[config.mk]
export PLATFORM = sky130hd
export DESIGN_NAME = osc_freq_monitor
export DESIGN_NICKNAME = d
export VERILOG_FILES = /design/src/rtl/osc_mon_pkg.sv /design/src/rtl/osc_mon_edge_sync.sv /design/src/rtl/osc_freq_monitor.sv
export SDC_FILE = /design/constraint.sdc
export NUM_CORES = 1
export LEC_CHECK = 0
export BUFFER_PORTS_ARGS = -buffer_cell sky130_fd_sc_hd__buf_2
export CORE_ASPECT_RATIO = 1.2
export CORE_UTILIZATION = 50
export DETAILED_ROUTE_END_ITERATION = 10
export GPL_TIMING_DRIVEN = 0
export PLACE_DENSITY = 0.81
export REMOVE_ABC_BUFFERS = 1
export SYNTH_ARGS = -nofsm -noshare
export SYNTH_HDL_FRONTEND = slang
export SYNTH_HIERARCHICAL = 1
export SYNTH_SLANG_ARGS = --single-unit
[constraint.sdc]
create_clock -name CLK -period 5.2 [get_ports CLK]
set_input_delay 0 -clock CLK [delete_from_list [all_inputs] [get_ports CLK]]
set_output_delay 0 -clock CLK [all_outputs]
set_load 0.01 [all_outputs]
[src/rtl/osc_mon_pkg.sv]
// Shared definitions for the oscillator frequency monitor: FSM state
// encoding and default configuration constants.
package osc_mon_pkg;

    typedef enum logic [1:0] {
        IDLE,
        ARM,
        GATE,
        UPDATE
    } mon_state_t;

    localparam int unsigned DEF_GATE_CYCLES = 50000;  // 1 ms at 50 MHz
    localparam int unsigned DEF_LOSS_CYCLES = 1024;
    localparam int unsigned DEF_CNT_W       = 20;
    localparam int unsigned DEF_SYNC_STAGES = 2;

endpackage

[src/rtl/osc_mon_edge_sync.sv]
// Brings the asynchronous MON_CLK into the CLK domain through a flop chain
// and emits a one-cycle pulse per MON_CLK rising edge.
module osc_mon_edge_sync
    import osc_mon_pkg::*;
#(
    parameter int unsigned SYNC_STAGES = DEF_SYNC_STAGES
) (
    input  logic CLK,
    input  logic RESET_N,
    input  logic MON_CLK,
    output logic edge_pulse
);

    logic [SYNC_STAGES-1:0] sync_q;
    logic                   prev_q;
    // primed_q[k] is set once stage k of sync_q/prev_q holds a real sample,
    // so reset values are never mistaken for a low-to-high transition.
    logic [SYNC_STAGES:0]   primed_q;

    if (SYNC_STAGES < 2) begin : g_bad_sync
        $error("osc_mon_edge_sync: SYNC_STAGES must be at least 2");
    end

    // Synchronizer chain, previous-sample flop and priming shift register.
    always_ff @(posedge CLK or negedge RESET_N) begin
        if (!RESET_N) begin
            sync_q   <= '0;
            prev_q   <= 1'b0;
            primed_q <= '0;
        end else begin
            // NOTE: non-blocking assignments let every flop load its pre-edge
            // neighbour value, which is what makes this a shift chain.
            sync_q   <= {sync_q[SYNC_STAGES-2:0], MON_CLK};
            prev_q   <= sync_q[SYNC_STAGES-1];
            primed_q <= {primed_q[SYNC_STAGES-1:0], 1'b1};
        end
    end

    // A level that is already high when sampling starts is not an edge.
    assign edge_pulse = primed_q[SYNC_STAGES] & sync_q[SYNC_STAGES-1] & ~prev_q;

endmodule

[src/rtl/osc_freq_monitor.sv]
// Oscillator frequency monitor: counts MON_CLK rising edges over a fixed
// gate window of CLK cycles and compares the count against a bound pair.
// Optional feature macro OSC_FREQ_MONITOR_LOSS_DETECT_EN adds a watchdog
// that raises LOSS (and FAULT) when MON_CLK stops toggling.
module osc_freq_monitor
    import osc_mon_pkg::*;
#(
    parameter int unsigned GATE_CYCLES = DEF_GATE_CYCLES,
    parameter int unsigned CNT_W       = DEF_CNT_W,
    parameter int unsigned SYNC_STAGES = DEF_SYNC_STAGES,
    parameter int unsigned LOSS_CYCLES = DEF_LOSS_CYCLES
) (
    input  logic             CLK,
    input  logic             RESET_N,
    input  logic             MON_CLK,
    input  logic             ENABLE,
    input  logic [CNT_W-1:0] MIN_COUNT,
    input  logic [CNT_W-1:0] MAX_COUNT,
    input  logic             FAULT_CLR,
    output logic [CNT_W-1:0] COUNT,
    output logic             COUNT_VALID,
    output logic             FREQ_LOW,
    output logic             FREQ_HIGH,
    output logic             FAULT
`ifdef OSC_FREQ_MONITOR_LOSS_DETECT_EN
    ,
    output logic             LOSS
`endif
);

    localparam int unsigned GATE_W = (GATE_CYCLES > 1) ? $clog2(GATE_CYCLES) : 1;
    localparam logic [GATE_W-1:0] GATE_LAST = GATE_W'(GATE_CYCLES - 1);

    if (GATE_CYCLES < 2) begin : g_bad_gate
        $error("osc_freq_monitor: GATE_CYCLES must be at least 2");
    end
    if (LOSS_CYCLES < 2) begin : g_bad_loss
        $error("osc_freq_monitor: LOSS_CYCLES must be at least 2");
    end

    mon_state_t        state;
    logic [GATE_W-1:0] gate_cnt;
    logic [CNT_W-1:0]  edge_cnt;
    logic              edge_pulse;
    logic              window_fault;
    logic              loss_set;

    osc_mon_edge_sync #(
        .SYNC_STAGES(SYNC_STAGES)
    ) u_edge_sync (
        .CLK       (CLK),
        .RESET_N   (RESET_N),
        .MON_CLK   (MON_CLK),
        .edge_pulse(edge_pulse)
    );

    // Measurement FSM with its gate/edge counters and registered results.
    always_ff @(posedge CLK or negedge RESET_N) begin
        if (!RESET_N) begin
            state       <= IDLE;
            gate_cnt    <= '0;
            edge_cnt    <= '0;
            COUNT       <= '0;
            COUNT_VALID <= 1'b0;
            FREQ_LOW    <= 1'b0;
            FREQ_HIGH   <= 1'b0;
        end else begin
            COUNT_VALID <= 1'b0;
            unique case (state)
                IDLE: begin
                    if (ENABLE) state <= ARM;
                end
                ARM: begin
                    gate_cnt <= '0;
                    edge_cnt <= '0;
                    state    <= ENABLE ? GATE : IDLE;
                end
                GATE: begin
                    if (!ENABLE) begin
                        state <= IDLE;
                    end else begin
                        // Saturate rather than wrap so a runaway oscillator
                        // still reads as too fast.
                        if (edge_pulse && (edge_cnt != '1))
                            edge_cnt <= edge_cnt + CNT_W'(1);
                        gate_cnt <= gate_cnt + GATE_W'(1);
                        if (gate_cnt == GATE_LAST) state <= UPDATE;
                    end
                end
                UPDATE: begin
                    COUNT       <= edge_cnt;
                    FREQ_LOW    <= (edge_cnt < MIN_COUNT);
                    FREQ_HIGH   <= (edge_cnt > MAX_COUNT);
                    COUNT_VALID <= 1'b1;
                    state       <= ENABLE ? ARM : IDLE;
                end
                default: state <= IDLE;
            endcase
        end
    end

    assign window_fault = COUNT_VALID & (FREQ_LOW | FREQ_HIGH);

    // Sticky fault flag; a new fault outranks a simultaneous clear.
    always_ff @(posedge CLK or negedge RESET_N) begin
        if (!RESET_N)
            FAULT <= 1'b0;
        else if (window_fault || loss_set)
            FAULT <= 1'b1;
        else if (FAULT_CLR)
            FAULT <= 1'b0;
    end

`ifdef OSC_FREQ_MONITOR_LOSS_DETECT_EN
    localparam int unsigned WD_W = $clog2(LOSS_CYCLES + 1);

    // Number of cycles elapsed since the last edge pulse, parked at LOSS_CYCLES.
    logic [WD_W-1:0] wd_cnt;

    assign loss_set = ENABLE && !edge_pulse && (wd_cnt == WD_W'(LOSS_CYCLES - 1));

    // Loss-of-clock watchdog, running only while measurement is enabled.
    always_ff @(posedge CLK or negedge RESET_N) begin
        if (!RESET_N) begin
            wd_cnt <= '0;
            LOSS   <= 1'b0;
        end else if (!ENABLE) begin
            wd_cnt <= '0;
            LOSS   <= 1'b0;
        end else if (edge_pulse) begin
            wd_cnt <= WD_W'(1);
            LOSS   <= 1'b0;
        end else if (loss_set) begin
            wd_cnt <= WD_W'(LOSS_CYCLES);
            LOSS   <= 1'b1;
        end else if (wd_cnt != WD_W'(LOSS_CYCLES)) begin
            wd_cnt <= wd_cnt + WD_W'(1);
        end
    end
`else
    assign loss_set = 1'b0;
`endif

endmodule

==> flow_summary.yaml, run 1 <==
outcome:
  outcome: "finished with violations"
  violations: "design-rule violations"
floorplanning:
  boundaryPins: 69
  core_sq_um: 7790
  die_area_sq_um: 8520
  start_util_pct: 52.3
  die_h_microns: 101
  std_cell_rows: 35
  chipWidth_microns: 84.4
power:
  power_density_nw_per_um2: 235
  leakage_nw: 2.47
  ir_worst_vdd_mv: 0.181
critical_path:
  reg2reg_from: "edge_cnt[1]"
  cp.required_ps: 5440
  worstPathArrival_ps: 2570
  crit_chain: "ha_1 > nand3_1 > or4b_4 > o21bai_4 > nor2_1 > o22a_2"
  r2r_cells: 6
  r2r_end: "edge_cnt[7]"
  crit_path_end_kind: "register"
  slowest_stage: "or4b_4"
  critPathKind: "reg -> reg"
  max_stage_delay_ps: 590
  cp_max_fo: 19
  cp-start-kind: "register"
  ff2ff_setup_slack_ps: 2870
synthesis:
  yosysUniqueCellTypes: 49
  ys.flop_type: "dfrtp_1"
  yosysWarnings: 6
  synth_cells: 426
  ys_ff_latch: 68
  synth_edf_count: 0
  avgSynthCellArea_sq_um: 9.57
  syn-cell-area_sq_um: 4080
  yosysSeqAreaShare_pct: 41.7
  async_flop_share_pct: 100
final_layout:
  nNetsFinal: 583
  final-seq-area_sq_um: 1700
  antenna_cells: 0
  area_delta_synth_final_pct: 14.4
  drive_above_1_share_pct: 21.6
  post-route-util_pct: 59.8
  fill_cells: 673
  multi_input_area_sq_um: 2130
  mostFrequentLayoutCell: "dfrtp_1"
  final_cell_mix: "dfrtp_1, buf_2, o21ai_0"
route:
  detail_route.first_pass.iterations: 7
  drtIter0Drc: 322
  ant_nets: 0
  via_per_inst: 5.81
  wl_per_cell_microns: 15.6
  routed_wl_microns: 9260
  route.vias.total: 3448
  drc: 14
timing:
  clock_skew_ps: 7.71
  fmax_mhz: 430
  hold_violations: 0
  rsz0062_at_grt: "false"
  fin_crit_sh_pct: 44.8
  tightest_slew_ps: 1110
  fin_tns_setup_ps: 0
  maxSlewViolCount: 0
  finalSetupViolCount: 0
  finalCriticalPeriod_ps: 2330
  max_slew_margin_pct: 26.1
min_path:
  holdCritPathClass: "in -> reg"
  hold_end: "FREQ_HIGH"
  holdCritStartpoint: "MAX_COUNT[19]"
  holdPathStages: 5
placement:
  dp_hpwl_microns: 6430
  place_congestion: 0.878
  io_buffer_count: 68
run:
  maxCapViolations: 0
cts:
  clk_pin_slew_worst_paths_ps: 70
  cts_inserted_buffers: 9
  cts_max_level: 3
  clock_latency_ps: 350
  post_cts_buffers: 0
  cts_resized: 0
  ctsHoldBuffers: 4
  cts_sinks: 68
  root_buffer: "clkbuf_8"
  clock_path_buffers: 2
  cts_tree: "yes"
global_route:
  grt_max_degree: 69
  antenna_found_initial: 0
  overflow: 0
  grt_pass1_vias: 3431
  track_usage_pct: 23.5
  grt_pass1_wl_microns: 15500
metal layers:
metal  vias to the layer above  global-route usage, %  wire length [microns]
met1                      1656                   26.1                   3790
met2                        80                   42.2                   4790
met5                         -                      0                      0
met4                         0                   12.5                    264
li1                       1691                      -                      -
met3                        21                   5.00                    421
registers in the layout, indices dropped and copies added, names as in the netlist:
name,flops
state,2
u_edge_sync/primed_q,3
gate_cnt,16
COUNT_VALID,1
u_edge_sync/sync_q,2
COUNT,20
FREQ_LOW,1
FAULT,1
FREQ_HIGH,1
u_edge_sync/prev_q,1
edge_cnt,20
cells by family after synthesis:
kind of cell | share of synthesized area [%]
other | 0.0920
buffers and inverters | 6.08
flip-flops | 41.7
adder cells (fa/ha/maj) | 12.6
AND/OR/NAND/NOR | 16.5
multiplexers | 6.48
AO/OA/AOI/OAI | 16.3
XOR/XNOR | 0.215
worst max-delay path, delay by kind of cell (launching register included):
| family | cells | cell delay (ps) |
|---|---|---|
| AND/OR/NAND/NOR | 3 | 910 |
| AO/OA/AOI/OAI | 2 | 610 |
| flip-flops | 1 | 470 |
| adder cells (fa/ha/maj) | 1 | 230 |
stage by stage:
step           hold slack, ps  std cells  power, mW  cell area, sq um  worst slack (ps)
2_1_floorplan            -296        414      0.647              4000              3240
3_3_place_gp              108        574      0.702              4450              2930
3_5_place_dp              110        574      0.710              4460              2900
4_1_cts                   208        593       1.11              4660              2900
5_1_grt                   232        593       1.15              4660              2750
6_report                  212        593       1.09              4660              2870
how the worst max path moves through the flow:
stage | startpoint | slack, ps | end
finish | edge_cnt[1] | 2870 | edge_cnt[7]
global route | edge_cnt[1] | 2750 | edge_cnt[16]
CTS | edge_cnt[1] | 2900 | edge_cnt[7]
detailed placement | edge_cnt[1] | 2900 | edge_cnt[16]
global placement | edge_cnt[1] | 2930 | edge_cnt[12]
floorplan | edge_cnt[1] | 3240 | edge_cnt[7]
area by class of cell:
| class | count | area share (%) |
|---|---|---|
| clock inverter | 2 | 0.215 |
| sequential | 68 | 36.5 |
| timing repair buffer | 72 | 8.21 |
| clock buffer | 13 | 3.41 |
| tap | 92 | 2.47 |
| inverter | 45 | 3.62 |
| multi-input combinational | 301 | 45.6 |
synthesized netlist by cell type, drive strengths merged (3+ instances only):
| master | instances | area share [%] |
|---|---|---|
| inv | 45 | 4.1 |
| nor4 | 4 | 0.61 |
| nand2b | 10 | 1.5 |
| ha | 41 | 13 |
| nand4 | 13 | 2.1 |
| clkbuf | 5 | 0.46 |
| o41ai | 3 | 0.64 |
| nand3 | 16 | 2.0 |
| dfrtp | 68 | 42 |
| a21o | 3 | 0.55 |
| and4 | 6 | 1.3 |
| mux2 | 19 | 5.2 |
| a41oi | 3 | 0.64 |
| and3 | 6 | 0.95 |
| buf | 7 | 1.5 |
| mux2i | 5 | 1.2 |
| nand2 | 32 | 2.9 |
| a21oi | 20 | 2.5 |
| nor2b | 3 | 0.46 |
| nor3 | 6 | 0.74 |
| a31oi | 9 | 1.4 |
| nor2 | 20 | 1.8 |
| o21ai | 50 | 6.4 |
| o31ai | 10 | 1.8 |
power by group:
part           leakage [nW]  total (mW)  internal [mW]  switching [mW]
clock                0.0893       0.391          0.195           0.196
combinational          1.45       0.140         0.0570          0.0830
sequential            0.928       0.564          0.547          0.0165
(Power assumes the default switching activity.)
==> run 2, diff against run 1 <==
--- a/config.mk
+++ b/config.mk
@@ -10,7 +10,7 @@
 export CORE_UTILIZATION = 50
 export DETAILED_ROUTE_END_ITERATION = 10
 export GPL_TIMING_DRIVEN = 0
-export PLACE_DENSITY = 0.81
+export PLACE_DENSITY = 0.84
 export REMOVE_ABC_BUFFERS = 1
 export SYNTH_ARGS = -nofsm -noshare
 export SYNTH_HDL_FRONTEND = slang
==> constraint.sdc (replaced) <==
create_clock -name CLK -period 2.1 [get_ports CLK]
set_input_delay 0 -clock CLK [delete_from_list [all_inputs] [get_ports CLK]]
set_output_delay 0 -clock CLK [all_outputs]
set_load 0.01 [all_outputs]
==> run 2 against run 1 <==
Net effect:
- the run still ends with design-rule violations left
- global-route usage fell by 1.2 points
- via count is 3.0% higher
- maximum frequency increased by 16%
- critical endpoint is now FREQ_LOW
- largest power group unchanged
==> flow_summary.yaml, run 2 (synthesis results as in run 1) <==
outcome:
  outcome: "finished with violations"
  violations: "design-rule violations"
floorplanning:
  std_cell_rows: 35
  boundaryPins: 69
  die_area_sq_um: 8520
  core_sq_um: 7790
  chipWidth_microns: 84.4
  die_h_microns: 101
  start_util_pct: 52.3
critical_path:
  cp_max_fo: 9
  reg2reg_from: "edge_cnt[2]"
  critPathKind: "reg -> reg"
  r2r_end: "FREQ_LOW"
  cp.required_ps: 2370
  ff2ff_setup_slack_ps: 100
  crit_path_end_kind: "register"
  r2r_cells: 6
  cp-start-kind: "register"
  worstPathArrival_ps: 2270
power:
  p_int_mw: 2.29
  comb_power_share_pct: 12.4
  clkPwrFrac_pct: 41.7
  leakage_nw: 2.55
  p_sw_share_pct: 24.9
  p_sw_mw: 0.758
  power_density_nw_per_um2: 624
  power_frac_seq_pct: 45.8
  ir_worst_vdd_mv: 0.481
  total_power_mw: 3.05
placement:
  preCtsSetupSlack_ps: -169
  dp_hpwl_microns: 6180
  io_buffer_count: 68
  place_congestion: 0.855
final_layout:
  drive_above_1_share_pct: 25.7
  multi_input_area_sq_um: 2160
  final_cell_mix: "buf_2, dfrtp_1, o21ai_0"
  final-seq-area_sq_um: 1710
  area_delta_synth_final_pct: 19.7
  mostFrequentLayoutCell: "buf_2"
  antenna_cells: 0
  nNetsFinal: 595
  fill_cells: 630
  reg_top3: "COUNT: 20 flops, edge_cnt: 20 flops, gate_cnt: 16 flops"
global_route:
  overflow: 0
  grt_max_degree: 69
  grt_pass1_wl_microns: 15100
  grt_pass1_vias: 3493
  antenna_found_initial: 0
  track_usage_pct: 22.2
cts:
  cts_sinks: 68
  cts_inserted_buffers: 9
  clock_path_buffers: 2
  clock_latency_ps: 350
  cts_tree: "yes"
  cts_max_level: 3
  root_buffer: "clkbuf_8"
  clk_pin_slew_worst_paths_ps: 80
route:
  ant_nets: 0
  drc: 18
  routed_wl_microns: 9140
  detail_route.first_pass.iterations: 8
  wl_per_cell_microns: 15.1
  route.vias.total: 3550
  drtIter0Drc: 375
  via_per_inst: 5.86
timing:
  layout_setup_ws_ps: 97.9
  max_slew_margin_pct: 42.5
  hold_violations: 0
  tightest_slew_ps: 862
  finalCriticalPeriod_ps: 2000
  maxSlewViolCount: 0
  finalSetupViolCount: 0
  fmax_mhz: 499
  clock_skew_ps: 16.3
  fin_crit_sh_pct: 95.3
run:
  maxCapViolations: 0
min_path:
  holdPathStages: 5
  holdCritPathClass: "in -> reg"
  holdCritStartpoint: "MAX_COUNT[19]"
  hold_end: "FREQ_HIGH"
run 2: layout make-up:
| cell class | count | share of cell area, % |
|---|---|---|
| Tap cell | 92 | 2.36 |
| Timing Repair Buffer | 84 | 10.0 |
| Clock buffer | 13 | 3.46 |
| Sequential cell | 68 | 35.0 |
| Clock inverter | 3 | 1.38 |
| Inverter | 45 | 3.46 |
| Multi-Input combinational cell | 301 | 44.3 |
run 2: routing by layer:
layer	vias up	share of wire [%]	wire [microns]	track usage [%]
met5	-	0	0	0
met4	0	2.8	260	11.0
met3	23	4.4	401	3.19
met2	116	51	4700	41.2
met1	1704	41	3780	25.1
li1	1707	-	-	-
run 2: power by group through the flow:
stage | registers, mW | clock network [mW] | logic [mW]
after floorplan | 1.42 | 0 | 0.180
after global placement | 1.42 | 0 | 0.321
after detailed placement | 1.42 | 0 | 0.337
after CTS | 1.39 | 1.29 | 0.366
after global routing | 1.40 | 1.35 | 0.425
final | 1.40 | 1.27 | 0.379
run 2: worst max-delay path: stages (launching register included):
cell and delay [ps]:
dfrtp_2 490, ha_1 290, or3_1 340, o21ai_0 90, nor4_1 80, or4_1 470
a31oi_1 160
run 2: metrics by stage:
stage	hold slack, ps	instance area (sq um)	std cells	util (%)	setup TNS (ps)
6_report	175	4880	606	62.6	0
5_1_grt	229	4880	606	62.6	-41.6
4_1_cts	162	4800	600	61.5	0
3_5_place_dp	109	4460	574	57.2	-1740
3_3_place_gp	108	4450	574	57.1	-1170
2_1_floorplan	-296	4000	414	-	0
run 2: how the worst max path moves through the flow:
stage                            from           end  slack [ps]  depth (start not counted)
after detailed placement  edge_cnt[1]   edge_cnt[7]        -170                          6
after global routing      edge_cnt[8]   edge_cnt[9]         -20                          6
after CTS                    state[0]  gate_cnt[13]          20                          4
final                     edge_cnt[2]      FREQ_LOW         100                          6
after global placement    edge_cnt[1]  edge_cnt[12]        -150                          6
after floorplan           edge_cnt[1]   edge_cnt[7]         140                          6
run 2: what timing repair did:
item	CTS	global route
buffers inserted	6	6
hold buffers	4	0
endpoints found under the setup margin	19	25
resized for setup	3	11
endpoints found under the hold margin	72	0
gates cloned	0	0
pin swaps	2	2
